[src/rtl/rr_arbiter4.sv]
// rr_arbiter4: four-requester round-robin arbiter with a registered one-hot
// grant. The owner keeps the grant while it requests; under contention it is
// rotated away after MAX_HOLD consecutive cycles.
//
// state | meaning
// ------+--------------------------------------------------------------
// IDLE  | no owner, all grant outputs zero
// GRANT | gnt_idx owns the resource, hold counter tracks tenure
module rr_arbiter4 #(
    parameter int MAX_HOLD = 8
) (
    input  logic       clk,
    input  logic       rst,
    input  logic [3:0] req,
    output logic [3:0] gnt,
    output logic [1:0] gnt_idx,
    output logic       gnt_valid
);

    localparam int CW = $clog2(MAX_HOLD + 1);
    localparam logic [CW-1:0] HOLD_SAT = CW'(MAX_HOLD - 1);

    typedef enum logic {
        IDLE  = 1'b0,
        GRANT = 1'b1
    } state_t;

    state_t        r_state;
    state_t        w_state_nxt;
    logic [1:0]    r_ptr;
    logic [1:0]    w_ptr_nxt;
    logic [1:0]    r_idx;
    logic [1:0]    w_idx_nxt;
    logic          r_valid;
    logic          w_valid_nxt;
    logic [3:0]    r_gnt;
    logic [3:0]    w_gnt_nxt;
    logic [CW-1:0] r_hold;
    logic [CW-1:0] w_hold_nxt;
    logic [3:0]    w_others;
    logic [1:0]    w_win;

    // First set bit of mask scanning start, start+1, ... modulo 4.
    function automatic logic [1:0] pick(input logic [1:0] start, input logic [3:0] mask);
        logic [1:0] idx;
        logic       found;
        pick  = start;
        found = 1'b0;
        for (int k = 0; k < 4; k++) begin
            idx = start + 2'(k);
            if (!found && mask[idx]) begin
                pick  = idx;
                found = 1'b1;
            end
        end
    endfunction

    // Other pending requesters, excluding the current owner.
    assign w_others = req & ~(4'b0001 << r_idx);

    // Next-state, winner selection and hold counter update.
    always_comb begin
        w_state_nxt = r_state;
        w_ptr_nxt   = r_ptr;
        w_idx_nxt   = r_idx;
        w_valid_nxt = r_valid;
        w_hold_nxt  = r_hold;
        w_win       = 2'd0;
        case (r_state)
            IDLE: begin
                if (req != 4'b0000) begin
                    w_win       = pick(r_ptr, req);
                    w_state_nxt = GRANT;
                    w_idx_nxt   = w_win;
                    w_valid_nxt = 1'b1;
                    w_hold_nxt  = '0;
                    w_ptr_nxt   = w_win + 2'd1;
                end
            end
            GRANT: begin
                if (!req[r_idx] || (w_others != 4'b0000 && r_hold == HOLD_SAT)) begin
                    // Release or forced rotation: both hand off the same way.
                    if (w_others != 4'b0000) begin
                        w_win       = pick(r_idx + 2'd1, w_others);
                        w_idx_nxt   = w_win;
                        w_valid_nxt = 1'b1;
                        w_hold_nxt  = '0;
                        w_ptr_nxt   = w_win + 2'd1;
                    end else begin
                        w_state_nxt = IDLE;
                        w_idx_nxt   = 2'd0;
                        w_valid_nxt = 1'b0;
                        w_hold_nxt  = '0;
                    end
                end else if (r_hold != HOLD_SAT) begin
                    w_hold_nxt = r_hold + 1'b1;
                end
            end
            default: begin
                w_state_nxt = IDLE;
                w_idx_nxt   = 2'd0;
                w_valid_nxt = 1'b0;
                w_hold_nxt  = '0;
            end
        endcase
    end

    // One-hot decode of the next owner so gnt is a register, not a decoder output.
    always_comb begin
        w_gnt_nxt = 4'b0000;
        if (w_valid_nxt) begin
            w_gnt_nxt[w_idx_nxt] = 1'b1;
        end
    end

    // State and output registers, cleared asynchronously.
    always_ff @(posedge clk or posedge rst) begin
        if (rst) begin
            r_state <= IDLE;
            r_ptr   <= 2'd0;
            r_idx   <= 2'd0;
            r_valid <= 1'b0;
            r_gnt   <= 4'b0000;
            r_hold  <= '0;
        end else begin
            r_state <= w_state_nxt;
            r_ptr   <= w_ptr_nxt;
            r_idx   <= w_idx_nxt;
            r_valid <= w_valid_nxt;
            r_gnt   <= w_gnt_nxt;
            r_hold  <= w_hold_nxt;
        end
    end

    assign gnt       = r_gnt;
    assign gnt_idx   = r_idx;
    assign gnt_valid = r_valid;

endmodule

[config.mk]
export PLATFORM = sky130hd
export DESIGN_NAME = rr_arbiter4
export DESIGN_NICKNAME = d
export VERILOG_FILES = /design/src/rtl/rr_arbiter4.sv
export SDC_FILE = /design/constraint.sdc
export NUM_CORES = 1
export LEC_CHECK = 0
export CELL_PAD_IN_SITES_DETAIL_PLACEMENT = 0
export CELL_PAD_IN_SITES_GLOBAL_PLACEMENT = 1
export CORE_MARGIN = 2
export CORE_UTILIZATION = 50
export DETAILED_ROUTE_END_ITERATION = 16
export DONT_BUFFER_PORTS = 1
export PLACE_DENSITY_LB_ADDON = 0.1
export SYNTH_ARGS = -nofsm -noshare
export SYNTH_HDL_FRONTEND = slang
export SYNTH_SLANG_ARGS = --single-unit
export TNS_END_PERCENT = 100
[constraint.sdc]
create_clock -name clk -period 5.8 [get_ports clk]
set_clock_uncertainty 0.1 [all_clocks]
set_input_delay 0.29 -clock clk [delete_from_list [all_inputs] [get_ports clk]]
set_output_delay 0.29 -clock clk [all_outputs]
set_load 0.01 [all_outputs]
==> flow_metrics.py <==
metrics = {
    "cells_and_area": {
        "final_common_cell": "dfrtp_1",
        "fin_nets": 125,
        "syn2layout_area_growth_pct": 7.14,
        "n_antenna_cell": 0,
        "final_layout_size_suffix_gt1_frac": 0.0973,
        "mostFrequentLayoutCells": "dfrtp_1 (14), o21ai_0 (8), inv_1 (7), nor2_1 (7), a21oi_1 (6)",
    },
    "routing": {
        "ant_nets": 0,
        "dr.pass1.iters": 4,
        "vias_per_cell": 5.96,
        "totalWireLength_mm": 1.99,
        "via_count": 835,
        "drc_errors": 0,
        "wl_per_cell_um": 14.2,
        "initialDrtViolationCount": 32,
    },
    "timing": {
        "tns_ps": 0,
        "rsz0062_at_grt": "no",
        "final_hold_viol_count": 0,
        "period_needed_ps": 2500,
        "max_freq_mhz": 400,
        "finalCritPeriodShare": 0.431,
        "timing.slew.headroom": 0.585,
        "slew_viol_final": 0,
        "setup_viol": 0,
        "worst_slew_pin_slew_ps": 615,
        "setup_ws_ps": 3300,
    },
    "die": {
        "rows": 16,
        "die_area_um2": 2370,
        "die_h_um": 48.7,
        "boundaryPins": 13,
        "fp.coreArea_um2": 1920,
        "initial_utilization": 0.520,
        "die_w_um": 48.7,
    },
    "grt": {
        "track_usage": 0.192,
        "grt_max_degree": 15,
        "antenna_found_initial": 0,
        "grt_pass1_vias": 794,
        "grt_pass1_wl_mm": 3.56,
        "grt_overflow_total": 0,
    },
    "yosys": {
        "synth.distinct_cells": 47,
        "netlist_area_um2": 998,
        "syn_nets": 121,
        "async_reset_ff_frac": 1.00,
        "ys_seq_elements": 14,
        "ys.flop_type": "dfrtp_1",
        "ys_warn_count": 0,
        "netlist_instances": 110,
        "syn_area_per_cell_um2": 9.08,
        "synth_edf_count": 0,
        "yosysSeqAreaShare": 0.351,
    },
    "cts": {
        "cts_buffer_depth": 2,
        "cts_resized": 0,
        "path_clk_slew_ps": 80,
        "cts-htree-levels": 1,
        "cts_tree": "done",
        "root_buffer": "clkbuf_4",
        "clock_sinks": 14,
        "cts_made_buffers": 3,
        "clock_latency_ps": 280,
    },
    "worst_setup_path": {
        "cp.arrival_ps": 2560,
        "r2r_end": "r_ptr[0]",
        "max_stage_delay_ps": 550,
        "reg2reg_depth": 7,
        "cp_max_fo": 8,
        "r2r-start": "gnt_idx[0]",
        "endpoint": "r_ptr[0]",
        "cp_cell_sequence": "inv_1 -> ha_1 -> nand2b_1 -> nand4_1 -> a21boi_1 -> mux2_2 -> mux2_1",
        "cp-end-kind": "flop",
        "crit_start": "gnt_idx[0]",
        "required_ps": 5860,
        "start_kind": "flop",
        "reg2reg_slack_ps": 3300,
        "cp_slowest_cell": "dfrtp_1",
        "crit_type": "reg -> reg",
    },
    "power_and_ir_drop": {
        "p_leak_nw": 0.454,
        "vdd_ir_drop_max_uv": 279,
        "power_density_nw_per_um2": 510,
    },
    "placement": {
        "dpl.hpwl_mm": 1.54,
        "io_buffer_count": 0,
        "dpl_worst_slack_ps": 3320,
        "place.gp.congestion": 0.782,
    },
    "flow_run": {
        "max_cap_violations": 0,
    },
    "outcome": {
        "outcome": "finished, final reports clean",
    },
    "min_path": {
        "hold_class": "in -> reg",
    },
}
## sequential cells by signal, indices dropped and copies added, names as in the netlist
signal / flops
gnt_valid: 1
gnt: 4
gnt_idx: 2
r_ptr: 2
r_state: 1
r_hold: 4
## cells in the mapped netlist (2+ instances only)
cell       n  area (µm²)
a21oi_1    6        30.0
and3_1     2        12.5
dfrtp_1   14         350
ha_1       5        62.6
inv_1      7        26.3
nand2_1    5        18.8
nand2b_1   5        31.3
nand3_1    4        20.0
nand4_1    2        12.5
nor2_1     7        26.3
nor2b_1    5        31.3
nor3_1     4        20.0
nor3b_1    2        15.0
o21ai_0    8        40.0
o21bai_1   2        15.0
## cell type report
cell class                 instances  area [µm²]
clock buffer                       4        36.3
fill                             202         852
inverter                           9        33.8
multi-input combinational         85         606
sequential                        14         350
tap                               27        33.8
timing repair buffer               1        10.0
## worst max-delay path: cells and delay by family, from the launching register on
kind            cells  cell delay (ps)
flops               1              550
simple gates        2              420
mux                 2              570
fa+ha+maj           1              270
compound gates      1              300
buf+inv             1              170
## cell families after synthesis
group / synth area share
xor gates and xnor gates: 0.00877
AOI/OAI and AO/OA: 0.237
adders and majority gates: 0.0627
DFF: 0.351
buffers and inverters: 0.0426
and+or+nand+nor: 0.228
muxes: 0.0702
## metal layers
layer	GRT usage	part of all wire	vias to the layer above
met5	0	0	-
met4	0.0810	0.027	0
met3	0.0617	0.045	8
met2	0.295	0.46	17
met1	0.250	0.47	399
li1	-	-	411
## stage by stage
step                      hold slack (ps)  area (µm²)  cells  total power, W  utilization
after floorplan                      79.2         998    110        0.000421            -
after global placement                131        1020    135        0.000475        0.533
after detailed placement              136        1020    135        0.000480        0.533
after CTS                             347        1070    140        0.000549        0.557
after global routing                  364        1070    140        0.000604        0.557
final                                 343        1070    140        0.000546        0.557
## worst min path at each step
stage,slack [ps],cells past startpoint,to,startpoint
after floorplan,80,1,gnt[0],rst
after global placement,130,1,gnt_valid,rst
after detailed placement,140,1,gnt[2],rst
after CTS,350,3,r_state,req[0]
after global routing,360,3,gnt_idx[1],req[1]
final,340,3,r_state,req[2]
## power by group
group           total, W  switching (W)  internal, W
Combinational   0.000285       0.000155     0.000130
Sequential      0.000193      0.0000560     0.000137
Clock          0.0000687      0.0000305    0.0000382
## repair_timing
item / 4_1_cts / 5_1_grt
buffers inserted: 0 / 0
setup endpoints to repair: 0 / 0
endpoints found under the hold margin: 14 / 0
hold buffers: 1 / 0
Power figures use the tool's default switching activity.
